`config.mk`:
```
export PLATFORM = sky130hd
export DESIGN_NAME = ad79x8_responder_flat
export DESIGN_NICKNAME = d
export VERILOG_FILES = /design/src/rtl/ad79x8_pkg.sv /design/src/rtl/ad79x8_responder_if.sv /design/src/rtl/ad79x8_sync_edge.sv /design/src/rtl/ad79x8_responder.sv /design/src/flat_wrapper.sv
export SDC_FILE = /design/constraint.sdc
export NUM_CORES = 1
export LEC_CHECK = 0
export ABC_AREA = 1
export ABC_CLOCK_PERIOD_IN_PS = 4700
export CORE_MARGIN = 2
export CORE_UTILIZATION = 35
export DETAILED_ROUTE_END_ITERATION = 12
export PLACE_DENSITY_LB_ADDON = 0.08
export REMOVE_ABC_BUFFERS = 1
export SYNTH_ARGS = -nofsm -noshare
export SYNTH_HDL_FRONTEND = slang
export SYNTH_SLANG_ARGS = --single-unit
```
`constraint.sdc`:
```
create_clock -name clk -period 4.7 [get_ports clk]
set_clock_uncertainty 0.2 [all_clocks]
set_input_delay 0.94 -clock clk [delete_from_list [all_inputs] [get_ports clk]]
set_output_delay 0.94 -clock clk [all_outputs]
set_load 0.01 [all_outputs]
```
`src/rtl/ad79x8_pkg.sv`:
```
// ad79x8_pkg
// Shared definitions for the AD7908/AD7918/AD7928 SPI link: control-word
// field positions, frame length, code width and the responder state encoding.
// The ADC master reuses the same field layout for its bus_in word.
package ad79x8_pkg;

  localparam int FRAME_BITS = 16;
  localparam int CODE_W     = 12;
  localparam int NUM_CH     = 8;

  // Control-word fields (bit positions in the 16-bit rx frame)
  localparam int WRITE_BIT  = 15;
  localparam int SEQ_BIT    = 14;
  localparam int ADD_HI     = 12;
  localparam int ADD_LO     = 10;
  localparam int PM_HI      = 9;
  localparam int PM_LO      = 8;
  localparam int SHADOW_BIT = 7;
  localparam int RANGE_BIT  = 5;
  localparam int CODING_BIT = 4;

  // ctrl_word holds rx frame bits 15:4, so field N of the frame sits at N-4
  localparam int CTRL_LSB   = 4;
  localparam logic [CODE_W-1:0] CTRL_RESET = 12'h001;

  typedef enum logic [1:0] {
    ST_IDLE  = 2'd0,
    ST_SHIFT = 2'd1,
    ST_DONE  = 2'd2
  } state_t;

  // Channel address field of a received control word
  function automatic logic [2:0] ctrl_add(input logic [FRAME_BITS-1:0] w);
    return w[ADD_HI:ADD_LO];
  endfunction

endpackage

```
`src/rtl/ad79x8_responder_if.sv`:
```
// ad79x8_responder_if
// Serial pins of the ADC link.
//   sclk    : serial clock, idles high (master drives)
//   cs      : chip select, active low (master drives)
//   din     : control word, MSB first (master drives)
//   dout    : conversion frame, MSB first (responder drives)
//   dout_oe : pad output enable for dout (responder drives)
interface ad79x8_responder_if;
  logic sclk;
  logic cs;
  logic din;
  logic dout;
  logic dout_oe;

  modport master (output sclk, output cs, output din, input dout, input dout_oe);
  modport slave  (input sclk, input cs, input din, output dout, output dout_oe);
endinterface

```
`src/rtl/ad79x8_sync_edge.sv`:
```
// ad79x8_sync_edge
// Brings one asynchronous pin into the clk domain and flags its edges.
//   clk   : system clock
//   reset : synchronous, active-low; all flops return to 1 (pin idle level)
//   d     : asynchronous input pin
//   q     : synchronised level
//   rise  : one-clk pulse on a 0->1 transition of q
//   fall  : one-clk pulse on a 1->0 transition of q
module ad79x8_sync_edge #(
  parameter int SYNC_STAGES = 2
) (
  input  logic clk,
  input  logic reset,
  input  logic d,
  output logic q,
  output logic rise,
  output logic fall
);

  logic [SYNC_STAGES-1:0] sync_p0;
  logic                   q_p1;

  always_ff @(posedge clk) begin
    if (!reset) begin
      sync_p0 <= '1;
      q_p1    <= 1'b1;
    end else begin
      sync_p0 <= {sync_p0[SYNC_STAGES-2:0], d};
      // stage boundary: previous synchronised level for edge detect
      q_p1    <= sync_p0[SYNC_STAGES-1];
    end
  end

  assign q    = sync_p0[SYNC_STAGES-1];
  assign rise =  q & ~q_p1;
  assign fall = ~q &  q_p1;

endmodule

```
`src/rtl/ad79x8_responder.sv`:
```
// ad79x8_responder
// SPI responder emulating the ADC side of an AD7908/AD7918/AD7928. All pins
// are oversampled in the clk domain; nothing is clocked by sclk.
//   clk         : system clock, rising edge
//   reset       : synchronous, active-low
//   spi         : serial pins (sclk, cs, din in; dout, dout_oe out)
//   sample_data : eight 12-bit samples, channel n at [12n+11:12n]
//   channel     : channel address returned in the current/next frame
//   ctrl_word   : last accepted control word (rx frame bits 15:4)
//   ctrl_valid  : one-clk pulse when ctrl_word/channel update
//   frame_done  : one-clk pulse after the 16th sclk fall of a frame
//   frame_abort : one-clk pulse when cs rises before 16 sclk falls
module ad79x8_responder
  import ad79x8_pkg::*;
#(
  parameter int RESOLUTION  = 12,
  parameter int SYNC_STAGES = 2
) (
  input  logic                     clk,
  input  logic                     reset,
  ad79x8_responder_if.slave        spi,
  input  logic [NUM_CH*CODE_W-1:0] sample_data,
  output logic [2:0]               channel,
  output logic [CODE_W-1:0]        ctrl_word,
  output logic                     ctrl_valid,
  output logic                     frame_done,
  output logic                     frame_abort
);

  localparam logic [CODE_W-1:0] RES_MASK = CODE_W'(12'hFFF << (CODE_W - RESOLUTION));
  localparam logic [4:0]        CNT_LAST = 5'(FRAME_BITS - 1);
  localparam logic [4:0]        CNT_FULL = 5'(FRAME_BITS);

  // Keep the top RESOLUTION bits; CODING=0 selects twos complement output
  function automatic logic [CODE_W-1:0] fmt_code(input logic [CODE_W-1:0] raw,
                                                 input logic              coding);
    logic [CODE_W-1:0] c;
    c = raw & RES_MASK;
    if (!coding) c[CODE_W-1] = ~c[CODE_W-1];
    return c;
  endfunction

  logic sclk_q, sclk_rise, sclk_fall;
  logic cs_q, cs_rise, cs_fall;
  logic din_q, din_rise, din_fall;

  ad79x8_sync_edge #(.SYNC_STAGES(SYNC_STAGES)) u_sync_sclk (
    .clk(clk), .reset(reset), .d(spi.sclk), .q(sclk_q), .rise(sclk_rise), .fall(sclk_fall));
  ad79x8_sync_edge #(.SYNC_STAGES(SYNC_STAGES)) u_sync_cs (
    .clk(clk), .reset(reset), .d(spi.cs), .q(cs_q), .rise(cs_rise), .fall(cs_fall));
  ad79x8_sync_edge #(.SYNC_STAGES(SYNC_STAGES)) u_sync_din (
    .clk(clk), .reset(reset), .d(spi.din), .q(din_q), .rise(din_rise), .fall(din_fall));

  logic unused_edges;
  assign unused_edges = ^{sclk_q, sclk_rise, din_rise, din_fall};

  logic [CODE_W-1:0] samples [NUM_CH];
  for (genvar n = 0; n < NUM_CH; n++) begin : g_unpack
    assign samples[n] = sample_data[CODE_W*n +: CODE_W];
  end

  state_t                  state, state_nxt;
  logic [4:0]              bit_cnt;
  logic [FRAME_BITS-1:0]   rx_sr, tx_sr, tx_load;
  logic                    dout_r, oe_r;
  logic                    load, shift, commit, abort, done;

  assign tx_load = {1'b0, channel,
                    fmt_code(samples[channel], ctrl_word[CODING_BIT-CTRL_LSB])};

  always_comb begin
    state_nxt = state;
    load      = 1'b0;
    shift     = 1'b0;
    commit    = 1'b0;
    abort     = 1'b0;
    done      = 1'b0;
    if (cs_fall) begin
      // A cs fall always starts a fresh frame, whatever state we were in
      state_nxt = ST_SHIFT;
      load      = 1'b1;
    end else begin
      case (state)
        ST_IDLE: state_nxt = ST_IDLE;
        ST_SHIFT: begin
          // bit_cnt stops at 16: the remainder of the cs window is ignored
          shift = sclk_fall && (bit_cnt < CNT_FULL);
          if (sclk_fall && (bit_cnt == CNT_LAST)) begin
            // 16th fall wins over a simultaneous cs rise
            state_nxt = ST_DONE;
          end else if (cs_rise) begin
            state_nxt = ST_IDLE;
            abort     = (bit_cnt < CNT_FULL);
          end
        end
        ST_DONE: begin
          done      = 1'b1;
          commit    = rx_sr[WRITE_BIT];
          state_nxt = cs_q ? ST_IDLE : ST_SHIFT;
        end
        default: state_nxt = ST_IDLE;
      endcase
    end
  end

  // Control registers
  always_ff @(posedge clk) begin
    if (!reset) begin
      state       <= ST_IDLE;
      bit_cnt     <= '0;
      dout_r      <= 1'b0;
      oe_r        <= 1'b0;
      channel     <= '0;
      ctrl_word   <= CTRL_RESET;
      ctrl_valid  <= 1'b0;
      frame_done  <= 1'b0;
      frame_abort <= 1'b0;
    end else begin
      state       <= state_nxt;
      ctrl_valid  <= commit;
      frame_done  <= done;
      frame_abort <= abort;
      if (load) begin
        bit_cnt <= '0;
        dout_r  <= tx_load[FRAME_BITS-1];
        oe_r    <= 1'b1;
      end else begin
        if (shift) begin
          bit_cnt <= bit_cnt + 5'd1;
          // 0-filled shift makes dout fall to 0 after the 16th edge
          dout_r  <= tx_sr[FRAME_BITS-2];
        end
        if (cs_rise) begin
          dout_r <= 1'b0;
          oe_r   <= 1'b0;
        end
      end
      if (commit) begin
        ctrl_word <= rx_sr[WRITE_BIT:CTRL_LSB];
        channel   <= ctrl_add(rx_sr);
      end
    end
  end

  // Shift registers (data only)
  always_ff @(posedge clk) begin
    if (load)       tx_sr <= tx_load;
    else if (shift) tx_sr <= {tx_sr[FRAME_BITS-2:0], 1'b0};
    if (shift)      rx_sr <= {rx_sr[FRAME_BITS-2:0], din_q};
  end

  assign spi.dout    = dout_r;
  assign spi.dout_oe = oe_r;

endmodule

```
`src/flat_wrapper.sv`:
```
// flat-port wrapper written by rule: the top's interface ports become plain ports
module ad79x8_responder_flat import ad79x8_pkg::*;
#(
  parameter int RESOLUTION  = 12,
  parameter int SYNC_STAGES = 2
)
  (clk, reset, sample_data, channel, ctrl_word, ctrl_valid, frame_done, frame_abort, spi_sclk, spi_cs, spi_din, spi_dout, spi_dout_oe);
  ad79x8_responder_if spi_i ();
  input  logic clk;
  input  logic reset;
  input  logic [NUM_CH*CODE_W-1:0] sample_data;
  output logic [2:0] channel;
  output logic [CODE_W-1:0] ctrl_word;
  output logic ctrl_valid;
  output logic frame_done;
  output logic frame_abort;
  input wire logic [$bits(spi_i.sclk)-1:0] spi_sclk;
  input wire logic [$bits(spi_i.cs)-1:0] spi_cs;
  input wire logic [$bits(spi_i.din)-1:0] spi_din;
  output wire logic [$bits(spi_i.dout)-1:0] spi_dout;
  output wire logic [$bits(spi_i.dout_oe)-1:0] spi_dout_oe;
  assign spi_i.sclk = spi_sclk;
  assign spi_i.cs = spi_cs;
  assign spi_i.din = spi_din;
  assign spi_dout = spi_i.dout;
  assign spi_dout_oe = spi_i.dout_oe;
  ad79x8_responder #(.RESOLUTION(RESOLUTION), .SYNC_STAGES(SYNC_STAGES)) u_core (.clk(clk), .reset(reset), .spi(spi_i), .sample_data(sample_data), .channel(channel), .ctrl_word(ctrl_word), .ctrl_valid(ctrl_valid), .frame_done(frame_done), .frame_abort(frame_abort));
endmodule
```
After elaboration in Yosys (flattened, before gate mapping)
Cells that the tools add are included.
Storage, ports and cells
  register bits: 66
  input bits: 101
  output and inout port bits: 20
  logic and storage cells: 63
Operators by class
  add/sub/neg operators: 1
  $lt $le $gt $ge: 2
  equality and inequality tests: 5
  mux-type cells: 19
  bitwise logic cells: 11
  reduce and logical (&&, ||, !) cells: 8
Operators with widths (count)
  $bmux W12 S3: 1
  $mux W15: 2
  $mux W12: 2
  $mux W1: 11
  $not A1 Y1: 7
  $add A5 B1 Y5 const B: 1
  $eq A5 B4 Y1 const B: 1
  $lt A5 B5 Y1 const B: 1
  $reduce_or A5 Y1: 1
  $ge A4 B4 Y1 const B: 1
  $mux W2: 2
  $ne A4 B1 Y1 const B: 1
  $not A3 Y4: 1
  $pmux W2 S2: 1
  $reduce_bool A2 Y1: 2
  $reduce_or A2 Y1: 2
  $and A1 B1 Y1: 3
  $ne A3 B1 Y1 const B: 1
  $reduce_or A3 Y1: 1
  $eq A2 B1 Y1 const B: 1
  $eq A2 B2 Y1 const B: 1
  $logic_and A1 B1 Y1: 2

Depth between registers and ports, before layout
  word-level depth: 7
  mapped depth: 9
  gate-level depth less buffers: 8

Hierarchy
From an unflattened synthesis, not the netlist that was laid out.
Unflattened totals
  cells, all modules: 403
  area total of the unflattened synthesis: 3148.0 µm²
Modules (own cells, without submodules)
  ad79x8_responder: times used 1, cells each 367, area an instance 2866.5 µm², seq. area each 1411.4 µm²
  ad79x8_sync_edge: times used 3, cells each 12, area an instance 93.8 µm², seq. area each 60.1 µm²

Worst setup path before layout
OpenSTA, ideal clock, no wires.
  path type: register -> register
  start point: reg u_core.u_sync_cs.sync_p0[1]
  end point: reg u_core.tx_sr[0], enable pin
  setup time: 0.366 ns
  arrival time: 1.346 ns
  data required time: 4.134 ns
  setup slack: 2.787 ns
  cell stages (with the launch flop): 8
  buffers on the path: 3
  clock period less this slack: 1.913 ns
  cell sequence: dfxtp_1 inv_1 ha_1 buf_4 inv_2 buf_4 buf_6 nand2_1
On the way
  word-level cells in the longest chain between the ends: 4
  elaborated cells between the ends (all ways): 5
  those cells by class: mux (2); bitwise (2); reduce/logical (1)
RTL lines
  from (decl): line ad79x8_sync_edge.sv:20  | logic [SYNC_STAGES-1:0] sync_p0;
  from (signal assigned): line ad79x8_sync_edge.sv:28  | sync_p0 <= {sync_p0[SYNC_STAGES-2:0], d};
  $not A1 Y1 (*): line ad79x8_sync_edge.sv:36  | assign fall = ~q & q_p1;
  $and A1 B1 Y1 (*): line ad79x8_sync_edge.sv:36
  via u_core.cs_fall: line ad79x8_responder.sv:44  | logic cs_q, cs_rise, cs_fall;
  $mux W1: line ad79x8_responder.sv:78  | if (cs_fall) begin
  $reduce_bool A2 Y1 (no source line) (*)
  to (signal assigned): line ad79x8_responder.sv:147  | if (load) tx_sr <= tx_load;
  to (signal assigned): line ad79x8_responder.sv:148  | else if (shift) tx_sr <= {tx_sr[FRAME_BITS-2:0], 1'b0};
  to (decl): line ad79x8_responder.sv:64  | logic [FRAME_BITS-1:0] rx_sr, tx_sr, tx_load;
Mark *: on every way through the listed nets, which the timed path passes. The rest lies on a longest branch.
A chain may end at the register's enable or synchronous reset.

==> impl_summary.txt <==
----------------------------------------------------
[Drt]
  Number of remaining DRC errors ... 0
  Drt pass-1 iters ... 4
  Number of vias in the routed layout ... 2,952
  Total detailed-routing wirelength ... 8243 µm
  First DRT Iteration DRCs ... 127
  Detailed-route wire length per cell ... between 10 and 15 µm
  Via density ... 4.816
  Antenna viol nets, final ... 0

[Global routing]
  Number of global-route vias before repair ... around 2,800
  Global-route wire length before repair ... 13,550 µm
  Global-route congestion overflow total ... 0
  Initial antenna violation count ... 0
  Maximum number of pins on one net before global-route repair ... 51
  Tot GR Track Use ... 17.09%

[Power and ir drop]
  Peak supply drop ... 0.0001573 V
  Pwr dens ... 251.2 mW/mm²
  Static leakage ... about 1.7 nW

[STA]
  Number of setup violations in the final report ... 0
  Achievable clock frequency ... 330.4 MHz
  Unrepaired setup endpoints after global routing ... no
  Number of max-slew violations in the final report ... 0
  Transition time at the pin with the least slew margin ... approximately 0.81 ns
  Final cycle utilization of the critical path ... 64.40%
  Headroom to the max-slew limit ... 45.97%
  Final Hold Vio Count ... 0
  Sum of negative setup slack ... 0 ns
  Final Critical Period ... 3.027 ns

[Job]
  Maximum Capacitance Violations ... 0

[Floorplan]
  Standard-cell row count ... 34
  Initial standard-cell utilization of the core ... a little over a third
  Core box area ... around 0.0088 mm²
  Die width ... 99.85 µm
  Area of the die ... around 0.01 mm²
  Boundary pin count ... 121
  Die height ... roughly 100 µm

[Clock tree]
  Count of cells resized by post-cts repair ... 0
  Postcts setup bufs ... 0
  Number of buffers created by CTS ... 9
  Largest buffer count on any clock path ... 2
  Clock tree sinks ... 63
  Root Driver ... sky130_fd_sc_hd__clkbuf_8
  Clock tree from TritonCTS ... yes
  Hold_buf cts ... 0
  # H-tree levels ... 3
  Clk_lat worst skew ... 0.33 ns
  Clock-pin slew on the worst setup and hold paths ... roughly 0.070 ns

[Cells and area]
  Most common cell after layout, fill and taps aside ... sky130_fd_sc_hd__clkdlybuf4s50_1
  Share of layout cells above drive strength 1 ... 6.733%
  Non-filler instance count after layout ... 613
  Diode count ... 0
  Synth-to-Final Area Change ... 41.63%
  Layout Nets ... 607
  Leading cell types in the layout, fill and taps excluded ... 120 x sky130_fd_sc_hd__clkdlybuf4s50_1, 86 x sky130_fd_sc_hd__nor2_1, 54 x sky130_fd_sc_hd__o21ai_0
  Fillers ... 856

[Yosys]
  Syn. warnings ... 0
  Portion of the post-synthesis area used by sequential elements ... 48.87%
  Average instance area after synthesis ... 8.100 µm²
  Total of flip-flops plus latches after synthesis ... 63
  Largest area contributor in the synthesized netlist ... sky130_fd_sc_hd__edfxtp_1
  Cell area after synthesis ... 0.003216 mm²
  Post-Syn Instances ... 397
  Synth top area share ... 28.95%
  Synth area leaders ... sky130_fd_sc_hd__edfxtp_1 29%, sky130_fd_sc_hd__dfxtp_1 20%, sky130_fd_sc_hd__nor2_1 10%
  Count of cell types in the netlist ... 30

[Critical path]
  Critical path class ... flop to output port
  Peak per-stage delay on the critical path ... 0.61 ns
  Maximum fanout count along the critical path ... 40
  Cells along the critical path ... buf_4 -> clkdlybuf4s50_1
  Signal arrival time at the worst endpoint ... 1.89 ns
  Data required time at the worst endpoint ... 3.56 ns
  Crit end category ... output port
  Crit-path slowest cell ... sky130_fd_sc_hd__clkdlybuf4s50_1
  Critical path launch point type ... flop

[Placed design]
  Port Buffer Count ... 120
  Placed Cells incl. Taps ... 597
  Placed wire-length estimate ... 5856 µm
  Placer's final routability congestion estimate ... 0.7490

[Outcome]
  Outcome ... completed

[Worst hold path]
  Class of the tightest hold or removal check ... flop to flop

----------------------------------------------------
final cells by class:
cell class / instances / area (µm²) / area share [%]
Sequential cell: 63 / 1572 / 34.51
Multi-Input combinational cell: 278 / 1348 / 29.59
Timing Repair Buffer: 122 / 1216 / 26.70
Clock buffer: 13 / 170.2 / 3.736
Tap cell: 108 / 135.1 / 2.967
Inverter: 26 / 98.84 / 2.170
Clock inverter: 3 / 15.01 / 0.3297
Yosys cell counts (all sizes together):
master	count
a21oi	7
a31oi	1
buf	23
clkbuf	7
clkinv	1
dfxtp	32
edfxtp	31
ha	6
inv	25
nand2	47
nand3	33
nand3b	1
nor2	89
nor3	1
nor4	1
o211ai	2
o21ai	71
o22ai	12
or2	7
sequential cells by signal, indices dropped and copies added (netlist names):
| signal | count |
|---|---|
| u_core.bit_cnt | 5 |
| u_core.ctrl_valid | 1 |
| u_core.ctrl_word | 12 |
| u_core.frame_abort | 1 |
| u_core.frame_done | 1 |
| u_core.rx_sr | 16 |
| u_core.spi.dout | 1 |
| u_core.spi.dout_oe | 1 |
| u_core.state | 2 |
| u_core.tx_sr | 15 |
| u_core.u_sync_cs.q_p1 | 1 |
| u_core.u_sync_cs.sync_p0 | 2 |
| u_core.u_sync_din.sync_p0 | 2 |
| u_core.u_sync_sclk.q_p1 | 1 |
| u_core.u_sync_sclk.sync_p0 | 2 |
worst max-delay path, delay by kind of cell (launching register included):
family	cells	cell delay [ns]
buf+inv	2	1.01
flops	1	0.54
worst paths after layout:
| check | cells past startpoint | slack [ns] | to | from |
|---|---|---|---|---|
| worst max-delay path | 2 | 1.67 | channel[0] | u_core.ctrl_word[6] |
| worst min-delay path | 1 | 0.22 | u_core.u_sync_cs.sync_p0[1] | u_core.u_sync_cs.sync_p0[0] |
| worst max register to register | 6 | 2.01 | u_core.tx_sr[10] | u_core.u_sync_cs.sync_p0[1] |
| worst min register to register | 1 | 0.22 | u_core.u_sync_cs.sync_p0[1] | u_core.u_sync_cs.sync_p0[0] |
stage by stage:
step           setup slack, ns  total power [mW]  util [%]  cell area (µm²)  hold WS (ns)
2_1_floorplan            2.121            0.6335         -             3018        0.1855
3_3_place_gp             1.890            0.7269     49.62             4369        0.1974
3_5_place_dp             1.848            0.7282     49.62             4369        0.2004
4_1_cts                  1.664             1.158     51.72             4554        0.2188
5_1_grt                  1.557             1.199     51.72             4554        0.2273
6_report                 1.673             1.144     51.72             4554        0.2154
cells by family (layout without fill, tap and decap cells):
family	count (synthesis)	in the layout	share of synthesized area, %
DFF	63	63	48.87
and+or+nand+nor	179	179	24.32
adders and majority gates	6	6	2.335
AOI/OAI and AO/OA	93	93	15.25
buffers and inverters	56	164	9.221
metal layers:
metal	GRT usage, %	wire length (µm)	vias to the layer above
met5	0	0	-
met4	4.426	75	0
met3	4.666	429	9
met2	28.12	3992	77
met1	22.36	3746	1339
li1	-	-	1527
where the power goes:
| group | internal, mW | switching, mW |
|---|---|---|
| Combinational | 0.0882 | 0.0408 |
| Clock | 0.236 | 0.193 |
| Sequential | 0.584 | 0.00313 |
Note: power is estimated with default switching activity, not from simulation.
==> RTL change 1: new RTL, config.mk and constraints unchanged <==
Make the reset (`reset`) asynchronous in 2 clocked blocks.
--- a/src/rtl/ad79x8_sync_edge.sv
+++ b/src/rtl/ad79x8_sync_edge.sv
@@ -20,7 +20,7 @@
   logic [SYNC_STAGES-1:0] sync_p0;
   logic                   q_p1;
 
-  always_ff @(posedge clk) begin
+  always_ff @(posedge clk or negedge reset) begin
     if (!reset) begin
       sync_p0 <= '1;
       q_p1    <= 1'b1;
--- a/src/rtl/ad79x8_responder.sv
+++ b/src/rtl/ad79x8_responder.sv
@@ -104,7 +104,7 @@
   end
 
   // Control registers
-  always_ff @(posedge clk) begin
+  always_ff @(posedge clk or negedge reset) begin
     if (!reset) begin
       state       <= ST_IDLE;
       bit_cnt     <= '0;
Formal check against the unedited RTL: differs if reset is asserted again (counterexample within 4 cycles, from zero or initial values and one cycle with reset low); with reset held inactive, the same outputs for 10 cycles.
==> RTL change 1 against the unedited design <==
Sequential cell count unchanged; synthesized cell count decreased by 5.5%; wire length decreased by 2.7%; worst setup slack got worse by 0.0031 ns; power increased by 5.9%; final area increased by 1.0%; utilization increased by 0.54 points; area after synthesis about the same.
==> RTL change 1: results (changes against the unedited design) <==
## Pwr
• **Worst VDD drop** 168.9 uV, +7.3%
• **Leak** 1.891 nW, +10%
• **power in sequential cells** 0.618 mW, +5.3%
• **sw frac** 0.2149, +0.007800
• **Seq pwr share** 0.510, -0.003
• **Logic pwr share** 0.121, +0.008

## Yosys
• **library cells used by synthesis** 27, -10%
• **top flip-flop cell by instance count after synthesis** sky130_fd_sc_hd__edfxtp_1
• **cells taking the most area after synthesis** sky130_fd_sc_hd__edfxtp_1 29%, sky130_fd_sc_hd__dfrtp_1 18%, sky130_fd_sc_hd__nand2_1 9.9%
• **Post-Synth XOR/XNOR Area** 0.002725, +0.002725
• **Synth async-reset ratio** 0.5079, +0.5079
• **cells after synthesis** 375, -5.5%
• **leading cell types by count after synthesis** 85 x sky130_fd_sc_hd__nand2_1, 58 x sky130_fd_sc_hd__nor2_1, 54 x sky130_fd_sc_hd__o21ai_0
• **complex-gate fraction of the synthesized area** 0.1378, -0.01473
• **fraction of the mapped netlist area in adder cells** 0.02336, about the same
• **multiplexer area fraction after synthesis** 0, unchanged

## Worst setup path
• **worst reg2reg path endpoint** u_core.rx_sr[12]
• **cells on worst reg2reg path** 5, -1
• **reg-to-reg critical path startpoint** u_core.u_sync_cs.sync_p0[1]
• **Critical path origin** u_core.ctrl_word[6]

## Placed design
• **post-placement cell count** 580, -2.8%
• **DPL Wire Length** 5.715 mm, -2.4%
• **worst slack after detailed placement** 1.774 ns, -0.07363 ns
• **Placed Instance Area** 0.004407 mm2, +0.86%
• **placer's final routability congestion estimate** 0.7914, +5.7%

## Global route
• **global routing met3 resource utilization** 0.05571, +0.009053
• **met2 Use GR** 0.2838, +0.002599
• **number of global-route vias before repair** 2889, +2.2%
• **wire length of the first global-routing pass** 13.41 mm, -1.1%
• **Overall Global Routing Usage** 0.1688, -0.002077
• **GR met1 Demand/Resource** 0.2099, -0.01373

## Routing
• **drt first-iter violations** 122, -3.9%
• **average wire length per cell after detail routing** 13.46 um, +0.12%
• **DRT met1 WL** 3.606 mm, -3.7%
• **met2 wire length** 3.909 mm, -2.1%
• **router iterations before antenna repair** 5, +1
• **drt total wl** 8.024 mm, -2.7%
• **met3 wire len** 402 um, -6.3%

## Layout
• **nets** 590, -2.8%
• **layout cell share with drive strength beyond 1** 0.06967, +0.002345

## STA
• **maximum operating frequency** 0.3301 GHz, -0.10%

## Status
• **result of the run** finished, final reports clean

-- RTL change 1: cell type report --
cell class              instances  area [um2]
clock buffers                  13       180.2
clock inverters                 3       15.01
fillers                       840        4204
inverters                      24       90.09
multi-input cells             262        1215
flip-flops and latches         63        1743
well taps                     108       135.1
repair buffers                123        1224
-- RTL change 1: worst min path at each step --
stage	startpoint	to	slack, ns	cells after the start
after global routing	u_core.u_sync_sclk.sync_p0[0]	u_core.u_sync_sclk.sync_p0[1]	0.16	0
after floorplan	u_core.u_sync_cs.sync_p0[0]	u_core.u_sync_cs.sync_p0[1]	0.15	0
after CTS	u_core.u_sync_sclk.sync_p0[0]	u_core.u_sync_sclk.sync_p0[1]	0.16	0
after detailed placement	u_core.u_sync_sclk.sync_p0[0]	u_core.u_sync_sclk.sync_p0[1]	0.15	0
final	u_core.u_sync_din.sync_p0[0]	u_core.u_sync_din.sync_p0[1]	0.16	0
after global placement	u_core.u_sync_sclk.sync_p0[0]	u_core.u_sync_sclk.sync_p0[1]	0.15	0
==> RTL change 2: new RTL, same settings <==
Made on the original files. `RESOLUTION` is set to 12 in 2 places; all go to 6.
--- a/src/rtl/ad79x8_responder.sv
+++ b/src/rtl/ad79x8_responder.sv
@@ -13,7 +13,7 @@
 module ad79x8_responder
   import ad79x8_pkg::*;
 #(
-  parameter int RESOLUTION  = 12,
+  parameter int RESOLUTION  = 6,
   parameter int SYNC_STAGES = 2
 ) (
   input  logic                     clk,
--- a/src/flat_wrapper.sv
+++ b/src/flat_wrapper.sv
@@ -1,7 +1,7 @@
 // flat-port wrapper written by rule: the top's interface ports become plain ports
 module ad79x8_responder_flat import ad79x8_pkg::*;
 #(
-  parameter int RESOLUTION  = 12,
+  parameter int RESOLUTION  = 6,
   parameter int SYNC_STAGES = 2
 )
   (clk, reset, sample_data, channel, ctrl_word, ctrl_valid, frame_done, frame_abort, spi_sclk, spi_cs, spi_din, spi_dout, spi_dout_oe);
Formal check against the unedited RTL: no difference found for any inputs over 10 cycles, from zero or initial values and one cycle with reset low; that may be too few to reach the edited logic, so the function may still have changed.
==> RTL change 2 against the unedited design <==
Clock power is 15% higher; maximum frequency is 7.3% higher; largest power group unchanged; critical path depth is 1 lower; worst hold slack worse by 0.0079 ns; power is 4.1% lower; global-route usage is 3.0 points lower; critical path type unchanged; area after synthesis is 19% lower; wire length is 34% lower; sequential cell count is 6 lower; final area is 23% lower; worst setup slack better by 0.20 ns; sequential share of layout area is 4.9 points higher; critical endpoint is now channel[1].
==> RTL change 2: results (changes against the unedited design) <==
## Yosys
• **cells taking the most area after synthesis** sky130_fd_sc_hd__edfxtp_1 29%, sky130_fd_sc_hd__dfxtp_1 25%, sky130_fd_sc_hd__nor2_1 8.3%
• **share of the yosys chip area belonging to registers** 0.5367, +0.04796
• **Mean Syn Cell Area** 8.878 um2, +9.6%
• **number of enable-type register cells in the synthesized netlist** 25, -19%

## Routing
• **met3 wire len** 388 um, -9.6%
• **DRT met1 WL** 2.760 mm, -26%
• **drt first-iter violations** 73, -43%

## Worst setup path
• **top fanout value on the critical path** 19, -53%
• **cell family contributing the most delay on the critical path** flip-flops
• **buffer and inverter count on the worst path** 1, -1

## Pwr
• **Worst VDD drop** 347.1 uV, +120%
• **power attributed to combinational cells** 0.0772 mW, -40%
• **Internal Power** 0.8839 mW, -2.6%

## Layout
• **Layout Cell Area excl Fill** 0.003527 mm2, -23%
• **multi-input logic portion of the cell area** 0.2700, -0.02592
• **number of clock buffer instances in the layout** 11, -2
• **non-clock inverter total of the final layout** 27, +3.8%
• **#MultiIn Comb** 189, -32%
• **sequential standard cell area** 0.001391 mm2, -11%

## Global route
• **met2 Use GR** 0.1955, -0.08570
• **number of global-route vias before repair** 1901, -33%
• **Overall Global Routing Usage** 0.1408, -0.03011
• **maximum number of pins on one net before global-route repair** 28, -45%
• **global routing met3 resource utilization** 0.05281, +0.006151

## Clocking
• **clock net sink count** 57, -9.5%

## Status
• **result of the run** finished, final reports clean

## Placed design
• **Port Buffers** 72, -40%
• **DPL Wire Length** 3.764 mm, -36%
• **worst slack after detailed placement** 1.762 ns, -0.08585 ns
• **Placed Instance Area** 0.003307 mm2, -24%

RTL change 2: cells by family (layout without fill, tap and decap cells):
kind of cell             count (synthesis)  count (layout)  synth area share
AO/OA/AOI/OAI                           57              57            0.1158
flip-flops                              57              57            0.5367
buffers and inverters                   46             116           0.09604
adder cells (fa/ha/maj)                  6               6           0.02896
AND/OR/NAND/NOR                        126             126            0.2225
RTL change 2: path summary, 6_finish.rpt:
| check | from | to | slack (ns) | cells past startpoint |
|---|---|---|---|---|
| hold / removal | u_core.u_sync_din.sync_p0[1] | u_core.rx_sr[0] | 0.21 | 0 |
| hold reg to reg | u_core.u_sync_din.sync_p0[1] | u_core.rx_sr[0] | 0.21 | 0 |
| setup reg to reg | u_core.u_sync_cs.sync_p0[1] | u_core.tx_sr[14] | 2.62 | 5 |
| setup / recovery | u_core.ctrl_word[7] | channel[1] | 1.88 | 1 |
